[config.mk]
export PLATFORM = sky130hd
export DESIGN_NAME = rf_write_arbiter
export DESIGN_NICKNAME = d
export VERILOG_FILES = /design/src/rtl/rf_write_arbiter.sv
export SDC_FILE = /design/constraint.sdc
export NUM_CORES = 1
export LEC_CHECK = 0
export BUFFER_PORTS_ARGS = -buffer_cell sky130_fd_sc_hd__buf_2
export CORE_ASPECT_RATIO = 0.7
export CORE_MARGIN = 1
export CORE_UTILIZATION = 30
export CTS_CLUSTER_DIAMETER = 60
export CTS_CLUSTER_SIZE = 12
export DETAILED_ROUTE_END_ITERATION = 10
export SETUP_SLACK_MARGIN = 0.15
export SLEW_MARGIN = 10
export SYNTH_ARGS = -nofsm -noshare
export SYNTH_HDL_FRONTEND = slang
export SYNTH_SLANG_ARGS = --single-unit
[constraint.sdc]
create_clock -name clk -period 2.2 [get_ports clk]
set_clock_uncertainty 0.15 [all_clocks]
set_input_delay 0.44 -clock clk [delete_from_list [all_inputs] [get_ports clk]]
set_output_delay 0.44 -clock clk [all_outputs]
set_load 0.02 [all_outputs]
[src/rtl/rf_write_arbiter.sv]
// Register-file write-port sequencer and arbiter.
// After reset, zeros are swept through every register address (INIT). Then the
// single write port is shared round-robin between NREQ writeback requesters (RUN).
// Writes to address 0 in RUN are consumed but suppressed, so x0 stays zero.
module rf_write_arbiter #(
  parameter int unsigned NREQ  = 3,
  parameter int unsigned AW    = 5,
  parameter int unsigned DW    = 32,
  parameter int unsigned NREGS = 32
) (
  input  logic               clk,
  input  logic               reset,
  input  logic [NREQ-1:0]    req_valid,
  input  logic [NREQ*AW-1:0] req_addr,
  input  logic [NREQ*DW-1:0] req_data,
  output logic [NREQ-1:0]    req_ready,
  output logic               wr_en,
  output logic [AW-1:0]      wr_addr,
  output logic [DW-1:0]      wr_data,
  output logic [1:0]         wr_src,
  output logic               init_busy
);

  localparam logic [0:0] StInit = 1'b0;
  localparam logic [0:0] StRun  = 1'b1;

  localparam logic [AW-1:0] LastReg = AW'(NREGS - 1);

  logic [0:0]    state_q, state_d;
  logic [AW-1:0] cnt_q, cnt_d;
  logic [1:0]    ptr_q, ptr_d;
  logic          wr_en_q, wr_en_d;
  logic [AW-1:0] wr_addr_q, wr_addr_d;
  logic [DW-1:0] wr_data_q, wr_data_d;
  logic [1:0]    wr_src_q, wr_src_d;

  logic          found;
  logic [1:0]    gidx;
  logic [1:0]    idx;
  logic [AW-1:0] sel_addr;
  logic [DW-1:0] sel_data;

  // (base + off) mod NREQ; both operands are already below NREQ
  function automatic logic [1:0] rr_idx(input logic [1:0] base, input logic [1:0] off);
    logic [2:0] s;
    s = {1'b0, base} + {1'b0, off};
    if (s >= 3'(NREQ)) s = s - 3'(NREQ);
    return s[1:0];
  endfunction

  // Round-robin grant: first valid requester scanning from ptr; nothing during INIT
  always_comb begin
    found     = 1'b0;
    gidx      = '0;
    idx       = '0;
    req_ready = '0;
    if (state_q == StRun) begin
      for (int unsigned k = 0; k < NREQ; k++) begin
        idx = rr_idx(ptr_q, 2'(k));
        if (!found && req_valid[idx]) begin
          found = 1'b1;
          gidx  = idx;
        end
      end
      if (found) req_ready[gidx] = 1'b1;
    end
  end

  // Payload of the granted requester
  always_comb begin
    sel_addr = req_addr[32'(gidx) * AW +: AW];
    sel_data = req_data[32'(gidx) * DW +: DW];
  end

  // Next-state: sweep issue in INIT, granted transfer (or idle) in RUN
  always_comb begin
    state_d   = state_q;
    cnt_d     = cnt_q;
    ptr_d     = ptr_q;
    wr_en_d   = 1'b0;
    wr_addr_d = wr_addr_q;
    wr_data_d = wr_data_q;
    wr_src_d  = wr_src_q;
    if (state_q == StInit) begin
      wr_en_d   = 1'b1;
      wr_addr_d = cnt_q;
      wr_data_d = '0;
      wr_src_d  = '0;
      cnt_d     = cnt_q + AW'(1);
      if (cnt_q == LastReg) state_d = StRun;
    end else if (found) begin
      // Address 0 is accepted but never written in RUN
      wr_en_d   = (sel_addr != '0);
      wr_addr_d = sel_addr;
      wr_data_d = sel_data;
      wr_src_d  = gidx;
      ptr_d     = rr_idx(gidx, 2'd1);
    end
  end

  // State and registered write-port outputs; reset restarts the sweep
  always_ff @(posedge clk or posedge reset) begin
    if (reset) begin
      state_q   <= StInit;
      cnt_q     <= '0;
      ptr_q     <= '0;
      wr_en_q   <= 1'b0;
      wr_addr_q <= '0;
      wr_data_q <= '0;
      wr_src_q  <= '0;
    end else begin
      state_q   <= state_d;
      cnt_q     <= cnt_d;
      ptr_q     <= ptr_d;
      wr_en_q   <= wr_en_d;
      wr_addr_q <= wr_addr_d;
      wr_data_q <= wr_data_d;
      wr_src_q  <= wr_src_d;
    end
  end

  assign wr_en     = wr_en_q;
  assign wr_addr   = wr_addr_q;
  assign wr_data   = wr_data_q;
  assign wr_src    = wr_src_q;
  assign init_busy = (state_q == StInit);

endmodule

After elaboration in Yosys (flattened, before gate mapping):

Index checks and enable logic that the tools add are counted.
Widths: inputs -> output; s select.

* flip-flop bits (word level): 48
* input port bits: 116
* output and inout port bits: 44
* logic and storage cells: 76

* add/sub/neg operators: 8
* $mul: 1
* magnitude comparators: 9
* equality and inequality tests: 2
* shift-type cells: 2
* multiplexer cells: 39
* bitwise gates (word level): 1
* reductions and logical operators: 7

Operators by type and width (number)
* $shiftx 96x8->32: 1
* $mux 32: 2
* $mux 2: 14
* $mux 1: 15
* $shiftx 15x6->5: 1
* $lt 2x3->1 const B: 4
* $mux 5: 2
* $ge 3x2->1 const B: 3
* $sub 2x2->2 const B: 4
* $add 2x1->3 const B: 2
* $bmux 1 s2: 3
* $mux 3: 2
* $add 5x1->5 const B: 1
* $eq 5x5->1 const B: 1
* $mul 2x3->5 const B: 1
* $reduce_bool 5->1: 1
* $add 2x2->3 const B: 1
* $logic_and 1x1->1: 3
* $demux 1 s2: 1
* $ge 2x1->1 const B: 1
* $ge 2x2->1 const B: 1
* $logic_not 1->1: 2
* $ne 2x1->1 const B: 1
* $reduce_and 2->1: 1
* $not 1->1: 1

Longest topological paths before layout:

Gate-level depths: netlist of run 1.

* depth after elaboration: 21
* mapped depth: 10
* mapped depth without buffers: 8

Least setup slack after synthesis of run 1:

OpenSTA, ideal clock, no wires.

* path kind: flip-flop to output port
* from: reg ptr_q[0]
* to: out req_ready[0]
* arrival: 1987 ps
* required time: 1610 ps
* path slack: -377 ps
* stages on the path, launching flop included: 9
* buffers on the path: 1
* cells stage by stage: dfrtp_1 inv_1 ha_1 maj3_2 a21oi_1 and2_2 nand2_2 buf_2 a21oi_1

* longest elaborated chain between the ends: 21
* elaborated cells between the ends (all ways): 41
* those cells by class: 5 x add/sub; 5 x order compare; 26 x mux; 5 x reduce/logical

RTL lines
* from (decl): line 31 `logic [1:0] ptr_q, ptr_d;`
* from (signal assigned): line 114 `ptr_q <= ptr_d;`
* branches (longest 19 deep; another with $add 2x1->3)
* $mux 3 *: line 65 `if (found) req_ready[gidx] = 1'b1;`
* $mux 3 *: line 57 `if (state_q == StRun) begin`
* to (decl): line 16 `output logic [NREQ-1:0] req_ready,`

Every way passes the cells marked *. The select of a mux whose other input is x is not followed.

Worst setup path in the final report of run 1:

Same ends and word-level chain as after synthesis.

==> results of run 1 <==
[logic make-up (layout without fill, tap and decap cells)]
family / after synthesis / in the layout / synth area share
DFF: 48 / 48 / 0.4587
and+or+nand+nor: 29 / 29 / 0.06354
muxes: 2 / 2 / 0.008599
AOI/OAI and AO/OA: 129 / 129 / 0.3712
buffers and inverters: 29 / 221 / 0.06450
xor gates and xnor gates: 3 / 3 / 0.01004
adders and majority gates: 5 / 5 / 0.02341
[per-layer routing]
metal | vias up | GRT usage | part of all wire
met3 | 6 | 0.03925 | 0.050
met4 | 0 | 0.05789 | 0.0076
met5 | - | 0 | 0
li1 | 1374 | - | -
met2 | 108 | 0.3598 | 0.49
met1 | 1400 | 0.2773 | 0.46
[state kept, by name, indices dropped and copies added (netlist names)]
name,flops
wr_data,32
ptr_q,2
wr_addr,5
wr_src,2
state_q,1
cnt_q,5
wr_en,1
[cells in the mapped netlist (2+ instances only)]
| cell | count |
|---|---|
| a211oi_1 | 6 |
| a21oi_1 | 4 |
| a221oi_1 | 2 |
| a222oi_1 | 3 |
| a22o_1 | 5 |
| a22oi_1 | 50 |
| a22oi_2 | 9 |
| and2_1 | 2 |
| and2_2 | 2 |
| and3_1 | 2 |
| buf_2 | 9 |
| buf_4 | 3 |
| buf_6 | 5 |
| clkbuf_1 | 8 |
| dfrtp_1 | 48 |
| ha_1 | 4 |
| inv_1 | 3 |
| mux2_2 | 2 |
| nand2_1 | 3 |
| nand2_2 | 2 |
| nand2b_1 | 2 |
| nor2_1 | 9 |
| o21ai_0 | 9 |
| o22ai_1 | 29 |
| o2bb2ai_1 | 5 |
| xnor2_1 | 3 |
[area by class of cell]
class,instances,area (µm²)
Inverter,4,15.01
Tap cell,120,150.1
Multi-Input combinational cell,168,1650
Sequential cell,48,1201
Clock buffer,6,128.9
Clock inverter,1,5.005
Fill cell,730,3766
Timing Repair Buffer,210,1526
[worst min-delay path by stage]
stage	depth (start not counted)	from	end
finish	2	reset	wr_src[1]$_DFFE_PP0P_
global route	2	reset	wr_src[1]$_DFFE_PP0P_
CTS	2	reset	wr_src[1]$_DFFE_PP0P_
detailed placement	1	cnt_q[3]$_DFFE_PP0N_	cnt_q[3]$_DFFE_PP0N_
global placement	1	cnt_q[3]$_DFFE_PP0N_	cnt_q[3]$_DFFE_PP0N_
floorplan	1	cnt_q[3]$_DFFE_PP0N_	cnt_q[3]$_DFFE_PP0N_
[through the flow]
stage | hold WS (ns) | setup WS [ns] | std cells | area [µm²]
2_1_floorplan | 0.3110 | -0.1368 | 245 | 2665
3_3_place_gp | 0.3356 | -0.1644 | 521 | 3685
3_5_place_dp | 0.3399 | -0.1970 | 521 | 3685
4_1_cts | 0.06486 | -0.3035 | 548 | 4528
5_1_grt | 0.07167 | -0.3948 | 557 | 4677
6_report | 0.03450 | -0.3125 | 557 | 4677
[timing repair]
action / in CTS / in global routing
pin swaps: 73 / 47
setup endpoints to repair: 43 / 45
gates resized for setup: 95 / 10
buffers inserted: 14 / 7
gates cloned: 6 / 2
[worst max-delay path, stage by stage, from the launching register on]
cell and delay [ns]:
dfrtp_1 0.38, inv_2 0.08, ha_4 0.22, maj3_2 0.30
a21oi_2 0.14, and2_4 0.18, nand2_4 0.06, a21oi_4 0.14
buf_6 0.13
[power by group]
part	total [mW]	switching [mW]	internal [mW]
clock network	0.733	0.319	0.414
logic	5.49	2.72	2.77
registers	1.56	0.259	1.30
total	7.78	3.30	4.48
==> impl_metrics.csv, run 1 <==
group,metric,value,unit
critical_path,cp-endpoint,"req_ready[0]",
flow_run,cap_viol_max_count,0,
floorplanning,initial_core_util,0.3102,
logic_synthesis,synth.avg_cell_area,10.69,µm²
clocking,cts_sinks,48,
routing,drt_iter0_drc,145,
clocking,clk_path_buf_depth,2,
critical_path,cp-end-kind,"output pin",
logic_synthesis,synth_area,2619,µm²
logic_synthesis,ys.flop_type,"dfrtp_1",
global_routing,grt_use_total,0.2122,
sta,finalMaxSlewViolations,0,
critical_path,worst-setup-path-type,"register to output pin",
routing,ant_nets,0,
routing,num_vias,2888,
pwr,p_leak,2.121,nW
layout,final_common_cell,"buf_2",
logic_synthesis,synth_nets,365,
hold_path,hold_class,"input pin to async pin",
logic_synthesis,yosys-top-cells-area,"dfrtp_1 (46%), a22oi_1 (14%), o22ai_1 (6.9%), a22oi_2 (4.3%), buf_6 (2.2%)",
place,routabilityCongestion,0.8580,
routing,drc_errors,0,
status,violations,"setup timing",
critical_path,r2r_cells,10,
floorplanning,die_w,113.7,µm
place,portBuffers,159,
logic_synthesis,synth_warnings,0,
critical_path,r2r-start,"ptr_q[0]$_DFFE_PP0P_",
layout,nNetsFinal,557,
logic_synthesis,synth_top_area_share,0.4587,
sta,setup_viol,42,
logic_synthesis,synth_enable_flop_cells,0,
sta,hold_violations,0,
sta,period_needed,2.512,ns
critical_path,crit_start,"ptr_q[0]$_DFFE_PP0P_",
sta,period_share,1.142,
sta,fmax,398.0,MHz
global_routing,gr-total-overflow,0,
clocking,cts_tree,"built",
critical_path,cp_data_required_time,1.61,ns
pwr,ir_drop,0.7455,mV
global_routing,grt_max_degree,27,
floorplanning,die_area,9113,µm²
logic_synthesis,ys_seq_area_frac,0.4587,
sta,setup_tns,-6.653,ns
critical_path,rr_endpoint,"wr_data[28]$_DFFE_PP0P_",
layout,finish.utilization,0.5539,
routing,wl,10.00,mm
critical_path,startpoint_type,"register",
logic_synthesis,synth_area_leader_cell,"dfrtp_1",
clocking,cts_buffers,5,
routing,avgViaCountPerCell,5.185,
critical_path,rrSetupSlack,-0.20,ns
floorplanning,rows,28,
sta,rsz0062_at_grt,"yes",
clocking,clk_pin_slew,0.06,ns
logic_synthesis,synth_seq_cells,48,
clocking,cts.hold.buffers_added,0,
global_routing,grt_pass1_wl,14.50,mm
sta,slew_headroom,0.6612,
logic_synthesis,async_flop_share,1.000,
layout,drive_gt1_frac,0.7025,
layout,area_growth,78.60,%
floorplanning,core-area,8443,µm²
status,status,"finished with violations",
pwr,power.total,7.781,mW
clocking,htree_levels,2,
sta,tightest_slew,0.5074,ns
clocking,cts_root_buf,"clkbuf_16",
floorplanning,io_pins,160,
global_routing,grt_pass1_vias,2786,
routing,firstDrtPassIters,4,
global_routing,antenna_found_initial,0,
routing,routedWlPerCell,17.96,µm
critical_path,arrival,1.92,ns
place,place_hpwl,6.114,mm
floorplanning,fp.dieH,80.17,µm
layout,n_antenna_cell,0,
critical_path,worst-path-max-fanout,6,
sta,worst_slack,-0.3125,ns
logic_synthesis,ys_types,42,
pwr,p_per_area,1664,nW/µm²
logic_synthesis,synth_cells,245,
layout,final_cell_mix,"buf_2 (156), a22oi_2 (58), dfrtp_1 (48)",
clocking,clock_latency,0.28,ns
Power figures use the tool's default switching activity.
==> inputs of run 2 (changes only) <==
--- a/config.mk
+++ b/config.mk
@@ -5,6 +5,7 @@
 export SDC_FILE = /design/constraint.sdc
 export NUM_CORES = 1
 export LEC_CHECK = 0
+export ABC_AREA = 1
 export BUFFER_PORTS_ARGS = -buffer_cell sky130_fd_sc_hd__buf_2
 export CORE_ASPECT_RATIO = 0.7
 export CORE_MARGIN = 1
==> impl_metrics.csv, run 2 <==
group,metric,value,unit
status,status,"finished with violations",
status,violations,"setup timing",
clocking,clk_path_buf_depth,2,
global_routing,grt_use_total,0.1973,
flow_run,cap_viol_max_count,0,
sta,worst_slack,-0.2926,ns
hold_path,holdPathStages,3,
critical_path,rrSetupSlack,-0.25,ns
layout,final_cell_area,4667,µm²
pwr,p_clk_frac,0.093,
logic_synthesis,async_flop_share,1.000,
pwr,p_leak,2.571,nW
layout,nFillCells,889,
logic_synthesis,synth_top_area_share,0.4122,
layout,final_cell_mix,"nand2_1 (192), buf_2 (156), nand3_1 (61)",
clocking,clock_latency,0.29,ns
critical_path,path_cells,"buf_6 > ha_4 > buf_6 > nand2_1 > nand3_2 > a31oi_4 > nand2_2 > buf_4 > nor2_4 > buf_6",
logic_synthesis,synth_top_family_by_area,"simple AND/OR/NAND/NOR gates",
routing,drc_errors,0,
routing,firstDrtPassIters,4,
sta,period_needed,2.493,ns
pwr,switching_share,0.4753,
pwr,pwr-share-seq,0.160,
logic_synthesis,synth_warnings,0,
logic_synthesis,synth_enable_flop_cells,0,
sta,setup_viol,39,
pwr,power.total,9.878,mW
hold_path,hold_class,"input pin to register",
critical_path,slowest_stage,"dfrtp_1",
pwr,ir_drop,0.7705,mV
global_routing,grt_max_degree,33,
clocking,cts_root_buf,"clkbuf_16",
pwr,power.internal,5.183,mW
critical_path,cp_num_buf_inv,4,
clocking,clk_pin_slew,0.06,ns
floorplanning,die_area,10120,µm²
logic_synthesis,synth_seq_cells,48,
hold_path,hold_path_end,"wr_data[26]$_DFFE_PP0P_",
routing,drt_iter0_drc,143,
logic_synthesis,synth.avg_cell_area,7.005,µm²
routing,wl,10.09,mm
pwr,comb_power_share,0.747,
clocking,cts_buffers,5,
place,portBuffers,159,
logic_synthesis,muxShareOfSynthArea,0,
logic_synthesis,ys_top_cells_by_count,"nand2_1 (195), nand3_1 (80), dfrtp_1 (48)",
logic_synthesis,yosys-top-cells-area,"dfrtp_1 (41%), nand2_1 (25%), nand3_1 (14%), buf_2 (2.1%), nand3_2 (2.1%)",
layout,largest_reg_flops,32,
logic_synthesis,synth_cells,416,
layout,n_antenna_cell,0,
routing,num_vias,3443,
critical_path,arrival,1.90,ns
layout,final_common_cell,"nand2_1",
logic_synthesis,yosys.area_share.simple,0.4568,
sta,tightest_slew,0.4650,ns
layout,area_growth,60.15,%
logic_synthesis,ys_seq_area_frac,0.4122,
routing,routedWlPerCell,13.84,µm
critical_path,cp_data_required_time,1.61,ns
place,place_area,4169,µm²
sta,hold_violations,0,
logic_synthesis,ys_types,29,
critical_path,startpoint_type,"register",
floorplanning,rows,29,
layout,nNetsFinal,724,
sta,period_share,1.133,
floorplanning,core-area,9253,µm²
layout,drive_gt1_frac,0.4413,
pwr,p_per_area,2117,nW/µm²
clocking,htree_levels,2,
global_routing,grt_pass1_wl,15.83,mm
sta,rsz0062_at_grt,"yes",
logic_synthesis,synthMostInstantiatedCell,"nand2_1",
global_routing,gr-total-overflow,0,
logic_synthesis,ys.flop_type,"dfrtp_1",
critical_path,worst-path-max-fanout,6,
floorplanning,die_w,119.8,µm
routing,ant_nets,0,
critical_path,worst-setup-path-type,"register to output pin",
global_routing,grt_pass1_vias,3261,
floorplanning,initial_core_util,0.3149,
clocking,cts_sinks,48,
critical_path,r2r-start,"ptr_q[0]$_DFFE_PP0P_",
clocking,cts_tree,"built",
global_routing,antenna_found_initial,0,
logic_synthesis,synth_area,2914,µm²
logic_synthesis,synth-compound-area-share,0.02877,
logic_synthesis,synth_fa_ha_area_frac,0.01717,
sta,fmax,401.2,MHz
place,place_hpwl,7.578,mm
sta,finalMaxSlewViolations,0,
critical_path,crit_top_cell,"buf_6",
pwr,power.net_switching,4.695,mW
floorplanning,fp.dieH,84.46,µm
logic_synthesis,synth_area_leader_cell,"dfrtp_1",
logic_synthesis,synth_nets,536,
routing,avgViaCountPerCell,4.723,
critical_path,rr_endpoint,"wr_data[0]$_DFFE_PP0P_",
critical_path,critPathMaxStageDelay,0.40,ns
critical_path,r2r_cells,15,
floorplanning,io_pins,160,
sta,slew_headroom,0.6876,
hold_path,hold_start,"req_data[90]",
logic_synthesis,synth_xor_area_frac,0.009017,
critical_path,cp-end-kind,"output pin",
critical_path,critical_path.top_delay_family,"buffers and inverters",
place,routabilityCongestion,0.8886,
-- run 2: final cells by class --
type	count	area [µm²]	area share
Clock buffer	7	152.6	0.03271
Clock inverter	1	30.03	0.006434
Inverter	17	73.82	0.01582
Multi-Input combinational cell	325	1700	0.3643
Sequential cell	48	1201	0.2574
Tap cell	124	155.1	0.03324
Timing Repair Buffer	207	1354	0.2901
-- run 2: tightest hold or removal path: cells and delay by family --
family / cells / cell delay [ns]
buffers and inverters: 1 / 0.08
and+or+nand+nor: 2 / 0.11
-- run 2: cell families after synthesis --
| family | count (synthesis) |
|---|---|
| xor+xnor | 3 |
| buf+inv | 43 |
| simple gates | 305 |
| fa+ha+maj | 4 |
| compound gates | 13 |
| flops | 48 |
-- run 2: power groups by stage --
stage	registers, mW	logic (mW)	clock network, mW
after floorplan	2.01	3.82	0
after global placement	1.57	6.32	0
after detailed placement	1.58	6.41	0
after CTS	1.58	6.99	0.951
after global routing	1.63	8.10	0.995
final	1.58	7.38	0.921
-- run 2: metrics by stage --
stage               setup TNS [ns]    util  std cells  hold slack (ns)  setup slack [ns]
floorplan                  -0.2171       -        416           0.3171           -0.1716
global placement            -1.857  0.4506        707           0.2910           -0.1271
detailed placement          -4.462  0.4506        707           0.2933           -0.2107
CTS                         -5.410  0.4887        724           0.2132           -0.3011
global route                -11.00  0.5044        729           0.2132           -0.3941
finish                      -5.610  0.5044        729           0.2214           -0.2926
-- run 2: how the worst max path moves through the flow --
stage | from | end | slack (ns) | cells past startpoint
6_report | ptr_q[0]$_DFFE_PP0P_ | req_ready[0] | -0.29 | 10
3_5_place_dp | ptr_q[1]$_DFFE_PP0P_ | req_ready[2] | -0.21 | 10
5_1_grt | ptr_q[0]$_DFFE_PP0P_ | req_ready[0] | -0.39 | 11
3_3_place_gp | ptr_q[0]$_DFFE_PP0P_ | req_ready[2] | -0.13 | 11
2_1_floorplan | ptr_q[1]$_DFFE_PP0P_ | req_ready[0] | -0.17 | 13
4_1_cts | ptr_q[1]$_DFFE_PP0P_ | req_ready[0] | -0.30 | 11
-- run 2: routing by layer --
layer / share of wire / track usage / vias to the layer above / wire (µm)
met3: 0.076 / 0.04552 / 15 / 769
met5: 0 / 0 / - / 0
met1: 0.44 / 0.2565 / 1559 / 4472
met4: 0.013 / 0.04773 / 0 / 129
met2: 0.47 / 0.3316 / 154 / 4715
li1: - / - / 1715 / -
-- run 2: repair_timing --
item / CTS / global route
endpoints found under the hold margin: 16 / 0
pin swaps: 8 / 10
hold buffers: 1 / 0
endpoints found under the setup margin: 45 / 45
cloned: 0 / 2
resized for setup: 26 / 23
setup buffers: 8 / 3
==> inputs of run 3 (changes only) <==
--- a/config.mk
+++ b/config.mk
@@ -9,10 +9,12 @@
 export BUFFER_PORTS_ARGS = -buffer_cell sky130_fd_sc_hd__buf_2
 export CORE_ASPECT_RATIO = 0.7
 export CORE_MARGIN = 1
-export CORE_UTILIZATION = 30
+export CORE_UTILIZATION = 40
 export CTS_CLUSTER_DIAMETER = 60
 export CTS_CLUSTER_SIZE = 12
 export DETAILED_ROUTE_END_ITERATION = 10
+export PLACE_DENSITY = 0.76
+export RECOVER_POWER = 100
 export SETUP_SLACK_MARGIN = 0.15
 export SLEW_MARGIN = 10
 export SYNTH_ARGS = -nofsm -noshare
==> impl_metrics.csv, run 3 (synthesis results as in run 2) <==
group,metric,value,unit
sta,period_share,1.185,
layout,n_antenna_cell,0,
layout,final_cell_area,4408,µm²
critical_path,worst-setup-path-type,"register to output pin",
floorplanning,rows,25,
floorplanning,core-area,6882,µm²
clocking,cts_tree,"built",
layout,largest_reg_flops,32,
sta,setup_viol,43,
global_routing,use_met1,0.3196,
place,place_hpwl,7.089,mm
sta,setup_tns,-6.138,ns
floorplanning,io_pins,160,
pwr,p_per_area,2099,nW/µm²
global_routing,top_usage_layer,"met2",
critical_path,startpoint_type,"register",
sta,worst_slack,-0.4076,ns
sta,fmax,383.5,MHz
floorplanning,initial_core_util,0.4235,
flow_run,cap_viol_max_count,0,
floorplanning,fp.dieH,73.41,µm
routing,avgViaCountPerCell,5.082,
floorplanning,die_area,7636,µm²
clocking,cts_root_buf,"clkbuf_8",
routing,drc_errors,0,
routing,num_vias,3527,
routing,ant_nets,0,
global_routing,antenna_found_initial,0,
sta,slew_headroom,0.4108,
critical_path,worst-path-max-fanout,5,
layout,final_cell_mix,"nand2_1 (188), buf_2 (116), nand3_1 (60)",
pwr,power.total,9.251,mW
status,status,"finished with violations",
clocking,cts.hold.buffers_added,0,
place,place_area,4051,µm²
global_routing,met3_usage,0.04969,
hold_path,hold_class,"input pin to async pin",
place,routabilityCongestion,0.9311,
sta,period_needed,2.608,ns
routing,routedWlPerCell,14.34,µm
sta,hold_violations,0,
place,portBuffers,159,
global_routing,met2_usage,0.4267,
global_routing,gr-total-overflow,0,
layout,nNetsFinal,719,
layout,drive_gt1_frac,0.3717,
sta,rsz0062_at_grt,"yes",
clocking,cts_sinks,48,
global_routing,grt_use_total,0.2463,
global_routing,grt_pass1_vias,3131,
layout,finish.utilization,0.6405,
layout,nFillCells,631,
global_routing,grt_max_degree,29,
critical_path,cp-end-kind,"output pin",
global_routing,grt_pass1_wl,14.98,mm
floorplanning,die_w,104.0,µm
layout,final_common_cell,"nand2_1",
pwr,p_leak,2.369,nW
clocking,clock_latency,0.31,ns
critical_path,cp_data_required_time,1.61,ns
clocking,cts_buffers,5,
layout,area_growth,51.27,%
sta,tightest_slew,0.8829,ns
routing,drt_iter0_drc,270,
clocking,htree_levels,2,
routing,wl,9.955,mm
routing,firstDrtPassIters,4,
pwr,ir_drop,0.8802,mV
critical_path,arrival,2.02,ns
clocking,clk_pin_slew,0.10,ns
sta,finalMaxSlewViolations,0,
clocking,clk_path_buf_depth,2,
status,violations,"setup timing",
## run 3: cell types whose count changed in the layout (fill, tap and decap cells not counted), moves of 3 or more
cell	change
buf_12	-4
buf_4	-6
nand2_1	-4
buf_2	-40
clkbuf_1	+44
clkbuf_16	-5
clkbuf_8	+3
nand2_4	+3
## run 3: area by class of cell
class	instances	area, µm²	share of cell area
sequential	48	1201	0.2725
inverter	17	73.82	0.01675
timing repair buffer	202	1210	0.2745
clock buffer	5	68.82	0.01561
multi-input combinational	325	1718	0.3897
tap	94	117.6	0.02668
clock inverter	3	18.77	0.004258
## run 3: stage by stage
step,hold WS [ns],cells,setup WS [ns]
global route,0.1878,694,-0.4645
floorplan,0.3171,416,-0.1716
finish,0.1543,694,-0.4076
global placement,0.3233,673,-0.07149
detailed placement,0.3286,673,-0.1292
CTS,0.01867,689,-0.2773
## run 3: critical path, cell delays in order, from the launching register on
cell and delay, ns:
dfrtp_1 0.41, inv_2 0.07, ha_4 0.32, inv_4 0.05
nand2_2 0.05, nand3_2 0.09, nand2_4 0.12, nand2_1 0.11
o21ai_2 0.16, inv_2 0.07, nand2_4 0.09, nor2_4 0.04
buf_6 0.12
## run 3: worst paths after layout
path | from | endpoint | slack [ns] | cells after the start
min in group clk | req_data[91] | wr_data[27]$_DFFE_PP0P_ | 0.20 | 3
max | ptr_q[0]$_DFFE_PP0P_ | req_ready[0] | -0.41 | 12
min reg2reg | wr_data[3]$_DFFE_PP0P_ | wr_data[3]$_DFFE_PP0P_ | 0.35 | 2
max reg2reg | ptr_q[0]$_DFFE_PP0P_ | wr_en$_DFF_PP0_ | -0.32 | 18
max in group asynchronous | reset | wr_data[11]$_DFFE_PP0P_ | 0.46 | 3
min | reset | state_q$_DFF_PP0_ | 0.15 | 2
## run 3: timing repair
action | CTS | global route
setup buffers | 8 | 3
gates cloned | 0 | 2
gates resized for setup | 27 | 32
setup endpoints to repair | 45 | 45
pin swaps | 7 | 7
## run 3: where the power goes
part	internal (mW)	switching [mW]	leakage (nW)
clock	0.222	0.304	0.0479
combinational	2.90	4.22	1.74
sequential	1.35	0.245	0.583
## run 3: layer usage
metal  vias to the layer above  wire, µm
met5                         -         0
met1                      1633      4296
met4                         0       134
met3                        15       850
met2                       179      4674
li1                       1700         -
